===== src/rtl/line_draw_ctrl_if.sv =====
// Handshake bundles for the line controller: command input (decoder -> controller)
// and pixel write output (controller -> framebuffer).
interface line_cmd_if #(
  parameter int unsigned COLOR_W = 16
);
  logic               valid;
  logic               ready;
  logic [15:0]        x1;
  logic [15:0]        y1;
  logic [15:0]        x2;
  logic [15:0]        y2;
  logic [COLOR_W-1:0] color;

  modport master (output valid, x1, y1, x2, y2, color, input ready);
  modport slave  (input valid, x1, y1, x2, y2, color, output ready);
endinterface

interface line_pix_if #(
  parameter int unsigned COLOR_W = 16
);
  logic               valid;
  logic               ready;
  logic [15:0]        x;
  logic [15:0]        y;
  logic [COLOR_W-1:0] color;

  modport master (output valid, x, y, color, input ready);
  modport slave  (input valid, x, y, color, output ready);
endinterface


===== src/rtl/line_draw_ctrl.sv =====
// Line command sequencer between the command decoder, the pixel stepper and the framebuffer.
// Optional macro LINE_CLIP_EN suppresses writes for pixels outside SCREEN_W x SCREEN_H.
module line_draw_ctrl #(
  parameter int unsigned COLOR_W = 16
`ifdef LINE_CLIP_EN
  ,
  parameter int unsigned SCREEN_W = 640,
  parameter int unsigned SCREEN_H = 480
`endif
) (
  input  logic        clk,
  input  logic        reset,
  line_cmd_if.slave   cmd,
  line_pix_if.master  pix,
  input  logic        abort_i,
  output logic        ls_calculate_o,
  output logic [15:0] ls_x1_o,
  output logic [15:0] ls_y1_o,
  output logic [15:0] ls_x2_o,
  output logic [15:0] ls_y2_o,
  output logic        ls_get_pixel_o,
  input  logic [15:0] ls_x_i,
  input  logic [15:0] ls_y_i,
  output logic        busy_o,
  output logic        line_done_o,
  output logic [15:0] pixels_drawn_o
);

  typedef enum logic [2:0] {
    ST_IDLE   = 3'd0,
    ST_LOAD   = 3'd1,
    ST_SETTLE = 3'd2,
    ST_EMIT   = 3'd3,
    ST_STEP   = 3'd4,
    ST_DONE   = 3'd5
  } state_t;

  state_t             state_q, state_d;
  logic [15:0]        remain_q, remain_d;
  logic [15:0]        count_q, count_d;
  logic [15:0]        x1_q, y1_q, x2_q, y2_q;
  logic [COLOR_W-1:0] color_q;
  logic               cmd_ready_q, calc_q, step_q, busy_q, done_q;

  logic [15:0]        adx, ady, line_len;
  logic               accept_cmd, in_emit, off_screen, pix_fire, pix_advance;

  // Line length is the major-axis span; the subtraction order keeps |dx| exact for 16-bit inputs.
  assign adx      = (cmd.x2 >= cmd.x1) ? (cmd.x2 - cmd.x1) : (cmd.x1 - cmd.x2);
  assign ady      = (cmd.y2 >= cmd.y1) ? (cmd.y2 - cmd.y1) : (cmd.y1 - cmd.y2);
  assign line_len = (adx >= ady) ? adx : ady;

  assign accept_cmd = (state_q == ST_IDLE) && cmd_ready_q && cmd.valid;
  assign in_emit    = (state_q == ST_EMIT);

`ifdef LINE_CLIP_EN
  assign off_screen = (ls_x_i >= 16'(SCREEN_W)) || (ls_y_i >= 16'(SCREEN_H));
`else
  assign off_screen = 1'b0;
`endif

  // A clipped pixel is consumed internally without a write request.
  assign pix_fire    = in_emit && !off_screen && pix.ready;
  assign pix_advance = in_emit && (off_screen || pix.ready);

  assign cmd.ready      = cmd_ready_q;
  assign pix.valid      = in_emit && !off_screen;
  assign pix.x          = in_emit ? ls_x_i : 16'd0;
  assign pix.y          = in_emit ? ls_y_i : 16'd0;
  assign pix.color      = color_q;
  assign ls_x1_o        = x1_q;
  assign ls_y1_o        = y1_q;
  assign ls_x2_o        = x2_q;
  assign ls_y2_o        = y2_q;
  assign ls_calculate_o = calc_q;
  assign ls_get_pixel_o = step_q;
  assign busy_o         = busy_q;
  assign line_done_o    = done_q;
  assign pixels_drawn_o = count_q;

  // Next-state, remaining-pixel and accepted-pixel counter logic.
  always_comb begin
    state_d  = state_q;
    remain_d = remain_q;
    count_d  = count_q;
    case (state_q)
      ST_IDLE: begin
        if (accept_cmd) begin
          state_d  = ST_LOAD;
          remain_d = line_len;
        end else begin
          state_d = ST_IDLE;
        end
      end
      ST_LOAD: begin
        if (abort_i) state_d = ST_DONE;
        else         state_d = ST_SETTLE;
      end
      ST_SETTLE: begin
        if (abort_i) state_d = ST_DONE;
        else         state_d = ST_EMIT;
      end
      ST_EMIT: begin
        if (pix_advance) begin
          if (abort_i || (remain_q == 16'd0)) begin
            state_d = ST_DONE;
          end else begin
            state_d  = ST_STEP;
            remain_d = remain_q - 16'd1;
          end
        end else if (abort_i) begin
          state_d = ST_DONE;
        end else begin
          state_d = ST_EMIT;
        end
      end
      ST_STEP: begin
        if (abort_i) state_d = ST_DONE;
        else         state_d = ST_EMIT;
      end
      ST_DONE: begin
        state_d  = ST_IDLE;
        remain_d = 16'd0;
      end
      default: begin
        state_d  = ST_IDLE;
        remain_d = 16'd0;
      end
    endcase
    if (pix_fire && (count_q != 16'hFFFF)) begin
      count_d = count_q + 16'd1;
    end else begin
      count_d = count_q;
    end
  end

  // State, counters and pulse outputs; outputs are decoded from the next state so they align with it.
  always_ff @(posedge clk or negedge reset) begin
    if (!reset) begin
      state_q     <= ST_IDLE;
      remain_q    <= 16'd0;
      count_q     <= 16'd0;
      cmd_ready_q <= 1'b0;
      calc_q      <= 1'b0;
      step_q      <= 1'b0;
      busy_q      <= 1'b0;
      done_q      <= 1'b0;
    end else begin
      state_q     <= state_d;
      remain_q    <= remain_d;
      count_q     <= count_d;
      cmd_ready_q <= (state_d == ST_IDLE);
      calc_q      <= (state_d == ST_LOAD);
      step_q      <= (state_d == ST_STEP);
      busy_q      <= (state_d != ST_IDLE);
      done_q      <= (state_d == ST_DONE);
    end
  end

  // Endpoint and colour latch, held for the whole line.
  always_ff @(posedge clk or negedge reset) begin
    if (!reset) begin
      x1_q    <= 16'd0;
      y1_q    <= 16'd0;
      x2_q    <= 16'd0;
      y2_q    <= 16'd0;
      color_q <= '0;
    end else if (accept_cmd) begin
      x1_q    <= cmd.x1;
      y1_q    <= cmd.y1;
      x2_q    <= cmd.x2;
      y2_q    <= cmd.y2;
      color_q <= cmd.color;
    end else begin
      x1_q    <= x1_q;
      y1_q    <= y1_q;
      x2_q    <= x2_q;
      y2_q    <= y2_q;
      color_q <= color_q;
    end
  end

endmodule


===== src/flat_wrapper.sv =====
// flat-port wrapper written by rule: the top's interface ports become plain ports
module line_draw_ctrl_flat 
#(
  parameter int unsigned COLOR_W = 16

)
  (clk, reset, abort_i, ls_calculate_o, ls_x1_o, ls_y1_o, ls_x2_o, ls_y2_o, ls_get_pixel_o, ls_x_i, ls_y_i, busy_o, line_done_o, pixels_drawn_o, cmd_valid, cmd_x1, cmd_y1, cmd_x2, cmd_y2, cmd_color, cmd_ready, pix_valid, pix_x, pix_y, pix_color, pix_ready);
  line_cmd_if #(.COLOR_W(COLOR_W)) cmd_i ();
  line_pix_if #(.COLOR_W(COLOR_W)) pix_i ();
  input  logic clk;
  input  logic reset;
  input  logic abort_i;
  output logic ls_calculate_o;
  output logic [15:0] ls_x1_o;
  output logic [15:0] ls_y1_o;
  output logic [15:0] ls_x2_o;
  output logic [15:0] ls_y2_o;
  output logic ls_get_pixel_o;
  input  logic [15:0] ls_x_i;
  input  logic [15:0] ls_y_i;
  output logic busy_o;
  output logic line_done_o;
  output logic [15:0] pixels_drawn_o;
  input wire logic [$bits(cmd_i.valid)-1:0] cmd_valid;
  input wire logic [$bits(cmd_i.x1)-1:0] cmd_x1;
  input wire logic [$bits(cmd_i.y1)-1:0] cmd_y1;
  input wire logic [$bits(cmd_i.x2)-1:0] cmd_x2;
  input wire logic [$bits(cmd_i.y2)-1:0] cmd_y2;
  input wire logic [$bits(cmd_i.color)-1:0] cmd_color;
  output wire logic [$bits(cmd_i.ready)-1:0] cmd_ready;
  output wire logic [$bits(pix_i.valid)-1:0] pix_valid;
  output wire logic [$bits(pix_i.x)-1:0] pix_x;
  output wire logic [$bits(pix_i.y)-1:0] pix_y;
  output wire logic [$bits(pix_i.color)-1:0] pix_color;
  input wire logic [$bits(pix_i.ready)-1:0] pix_ready;
  assign cmd_i.valid = cmd_valid;
  assign cmd_i.x1 = cmd_x1;
  assign cmd_i.y1 = cmd_y1;
  assign cmd_i.x2 = cmd_x2;
  assign cmd_i.y2 = cmd_y2;
  assign cmd_i.color = cmd_color;
  assign cmd_ready = cmd_i.ready;
  assign pix_valid = pix_i.valid;
  assign pix_x = pix_i.x;
  assign pix_y = pix_i.y;
  assign pix_color = pix_i.color;
  assign pix_i.ready = pix_ready;
  line_draw_ctrl #(.COLOR_W(COLOR_W)) u_core (.clk(clk), .reset(reset), .cmd(cmd_i), .pix(pix_i), .abort_i(abort_i), .ls_calculate_o(ls_calculate_o), .ls_x1_o(ls_x1_o), .ls_y1_o(ls_y1_o), .ls_x2_o(ls_x2_o), .ls_y2_o(ls_y2_o), .ls_get_pixel_o(ls_get_pixel_o), .ls_x_i(ls_x_i), .ls_y_i(ls_y_i), .busy_o(busy_o), .line_done_o(line_done_o), .pixels_drawn_o(pixels_drawn_o));
endmodule

===== config.mk =====
export PLATFORM = sky130hd
export DESIGN_NAME = line_draw_ctrl_flat
export DESIGN_NICKNAME = d
export VERILOG_FILES = /design/src/rtl/line_draw_ctrl_if.sv /design/src/rtl/line_draw_ctrl.sv /design/src/flat_wrapper.sv
export SDC_FILE = /design/constraint.sdc
export NUM_CORES = 1
export LEC_CHECK = 0
export ABC_CLOCK_PERIOD_IN_PS = 2800
export BUFFER_PORTS_ARGS = -buffer_cell sky130_fd_sc_hd__buf_2
export CAP_MARGIN = 20
export CORE_AREA = 2 2 174 176
export DETAILED_ROUTE_END_ITERATION = 10
export DIE_AREA = 0 0 176 178
export PLACE_DENSITY = 0.62
export SLEW_MARGIN = 20
export SYNTH_ARGS = -nofsm -noshare
export SYNTH_HDL_FRONTEND = slang
export SYNTH_SLANG_ARGS = --single-unit

===== constraint.sdc =====
create_clock -name clk -period 2.8 [get_ports clk]
set_clock_uncertainty 0.1 [all_clocks]
set_input_delay 0.14 -clock clk [delete_from_list [all_inputs] [get_ports clk]]
set_output_delay 0.14 -clock clk [all_outputs]
set_load 0.005 [all_outputs]

==> out/qor.csv <==
stage,metric,value,unit
status,outcome,"finished, violations left",
status,violations,negative setup slack,
clock_tree,clockRootBuffer,clkbuf_16,
layout,nNetsFinal,1814,
placement,post_dp_cell_area,12300,um^2
synthesis,synth_edf_count,0,
clock_tree,clockBufferDepth,2,
layout,syn_to_final_growth,61.3,%
sta,finalSetupViolations,16,
routing,ant_nets,0,
synthesis,synth_top_cell_by_area,dfrtp_1,
die,std_cell_rows,63,
synthesis,ys_seq_area_share,34.4,%
layout,final_common_cell,buf_4,
setup_path,worst_path_largest_cell_delay,0.46,ns
routing,drt-initial-drc-count,610,
synthesis,synth_ff_type,dfrtp_1,
clock_tree,cts_tree,built,
placement,gp_congestion,0.905,
sta,slew_violations,0,
hold_path,min_path_type,input pin to register,
synthesis,ys_top_cells_by_area,"dfrtp_1, ha_1, nand2_1, o21ai_0, a21oi_1",
setup_path,crit_type,input pin to register,
power_and_ir_drop,vdd_ir_drop_max,0.000385,V
die,die_h,178,um
power_and_ir_drop,power_density,691,nW/um^2
setup_path,crit_path_max_fanout,7,
routing,wire_per_inst,15.0,um
synthesis,ys_warn_count,0,
grt,grt_pass1_wl,48300,um
grt,antenna_found_initial,0,
placement,dp_hpwl,22900,um
routing,via_per_inst,4.77,
setup_path,critPathBufInv,4,
clock_tree,ctsHtreeMaxLevel,4,
sta,relSlewSlack,57.5,%
layout,final_cell_mix,"buf_4, buf_2, nand2_1",
sta,period_share,139,%
sta,fmax,257,MHz
routing,via_count,9619,
layout,n_fill_cell,2817,
synthesis,async_flop_share,100,%
sta,tightestPinTransition,0.637,ns
setup_path,worstPathCellList,"buf_12, inv_12, ha_4, inv_2, fa_2, a211o_1, a211o_1, and2_4, o21ai_4, nand2_4, mux2i_4, mux2_4, a311oi_4, ha_2, o21a_1, nor2_4, o41a_1, buf_12, nand2_2, o32ai_2, a221o_1",
setup_path,worstPathArrival,4.10,ns
setup_path,required,3.01,ns
power_and_ir_drop,totalPowerFinal,9.72,mW
synthesis,syn_avg_cell_area,8.21,um^2
sta,finalCriticalPeriod,3.90,ns
synthesis,ys_ff_latch,120,
placement,port_buffers,250,
sta,rsz0062_at_grt,true,
synthesis,syn_inst,1062,
synthesis,synth.distinct_cells,71,
setup_path,cpLargestDelayFamily,compound AO/OA/AOI/OAI gates,
routing,totalWireLength,30300,um
grt,track_usage,19.4,%
setup_path,startpoint_type,input pin,
grt,grt_max_degree,147,
setup_path,cp-end-kind,register,
die,core_area,29400,um^2
clock_tree,clk_pin_slew,0.06,ns
sta,layout_setup_ws,-1.10,ns
layout,fin_area,14100,um^2
routing,drc,0,
grt,grt.overflow.total,0,
flow_run,cap_violations,0,
die,io_pins,251,
clock_tree,clk_latency,0.42,ns
grt,grt_pass1_vias,9588,
synthesis,syn-num-nets,1263,
setup_path,cp_slowest_cell,o41a_1,
clock_tree,cts_buffers,17,
synthesis,synth_area,8720,um^2
clock_tree,clock_sinks,120,
die,initial_core_util,29.7,%
sta,hold_violations,0,
power_and_ir_drop,leakage,7.37,nW
die,die_area,31300,um^2
layout,diodes,0,
routing,dr.pass1.iters,5,
die,die_w,176,um
synthesis,synth_top_area_share,34.4,%
layout,drive_gt1_share,39.4,%
registers in the layout (all words and copies together), names as in the netlist:
signal,cells
u_core.state_q,3
u_core.cmd.ready,1
u_core.pix.color,16
u_core.ls_x1_o,16
u_core.ls_calculate_o,1
u_core.ls_get_pixel_o,1
u_core.ls_x2_o,16
u_core.ls_y1_o,16
u_core.remain_q,16
u_core.busy_o,1
u_core.pixels_drawn_o,16
u_core.ls_y2_o,16
u_core.line_done_o,1
per-stage QoR:
step / setup TNS (ns) / util, % / std cells / setup WS (ns) / hold WS, ns
after floorplan: -17.22 / - / 1062 / -1.23 / -0.256
final: -16.65 / 47.8 / 2016 / -1.10 / 0.0101
after global routing: -18.87 / 47.8 / 2016 / -1.24 / 0.0215
after detailed placement: -24.72 / 41.8 / 1892 / -1.63 / 0.0977
after global placement: -23.21 / 41.8 / 1892 / -1.54 / 0.0955
after CTS: -15.60 / 47.3 / 2011 / -1.04 / 0.00206
final cells by class:
type,count,area [um^2],share of cell area (%)
Clock buffer,18,439,3.12
Clock inverter,14,103,0.730
Inverter,83,327,2.32
Multi-Input combinational cell,807,5680,40.4
Sequential cell,120,3000,21.4
Tap cell,390,488,3.47
Timing Repair Buffer,584,4020,28.6
cell families after synthesis:
group	synth area share [%]
buffers and inverters	5.94
XOR/XNOR	4.32
multiplexers	2.40
adder cells (fa/ha/maj)	12.4
AND/OR/NAND/NOR	18.8
AO/OA/AOI/OAI	21.7
flip-flops	34.4
synthesized netlist by cell type (all sizes together) (3+ instances only):
| library cell | n |
|---|---|
| clkbuf | 38 |
| o211ai | 8 |
| a21o | 17 |
| xnor2 | 31 |
| or2 | 4 |
| o21ai | 117 |
| and4 | 3 |
| a31oi | 8 |
| mux2i | 14 |
| dfrtp | 120 |
| xor2 | 12 |
| o31ai | 7 |
| nand2 | 181 |
| or3 | 5 |
| o21a | 8 |
| a2111oi | 5 |
| a211oi | 9 |
| nand3 | 23 |
| inv | 83 |
| nand4 | 8 |
| a21oi | 77 |
| ha | 80 |
| nand2b | 6 |
| fa | 4 |
| a22oi | 5 |
| nor2b | 10 |
| buf | 14 |
| o221ai | 3 |
| a211o | 6 |
| o21bai | 4 |
| mux2 | 5 |
| nor2 | 50 |
| a21boi | 8 |
| and3 | 6 |
| nor3 | 13 |
| and2 | 40 |
worst register-to-register path, cell delays in order (launching register included):
cell and delay, ns:
dfrtp_1 0.45, nor4_1 0.39, nand3b_1 0.19, nor3_1 0.28
a21oi_1 0.19, and3_1 0.37, nand2_1 0.15, o21ai_0 0.09
a211o_1 0.27
path summary, 6_finish.rpt:
kind	cells past startpoint	end	start	slack, ns
worst min register to register	2	u_core.ls_x2_o[15]$_DFFE_PN0P_	u_core.ls_x2_o[15]$_DFFE_PN0P_	0.37
max in group asynchronous	3	u_core.ls_x1_o[7]$_DFFE_PN0P_	reset	1.62
min in group asynchronous	2	u_core.pixels_drawn_o[10]$_DFFE_PN0P_	reset	0.17
worst max register to register	8	u_core.remain_q[7]$_DFFE_PN0P_	u_core.remain_q[4]$_DFFE_PN0P_	0.20
worst max-delay path	21	u_core.remain_q[11]$_DFFE_PN0P_	cmd_x2[0]	-1.10
worst min-delay path	4	u_core.ls_x2_o[15]$_DFFE_PN0P_	cmd_x2[15]	0.01
metal layers:
metal | up-vias | wire length (um) | GRT usage (%)
met2 | 302 | 15000 | 34.3
met5 | - | 0 | 0
li1 | 4757 | - | -
met4 | 0 | 599 | 6.16
met3 | 35 | 1590 | 3.54
met1 | 4525 | 13200 | 24.0
power by group:
group / internal, mW / switching (mW)
Combinational: 2.37 / 2.49
Sequential: 2.39 / 0.414
Clock: 1.16 / 0.898
repair_timing:
| item | CTS | global route |
|---|---|---|
| setup buffers | 22 | 5 |
| endpoints found under the setup margin | 16 | 16 |
| hold endpoints to repair | 108 | 0 |
| hold buffers | 65 | 0 |
| gates resized for setup | 51 | 22 |
| pin swaps | 33 | 16 |
| gates cloned | 0 | 0 |
Note: power is estimated with default switching activity, not from simulation.
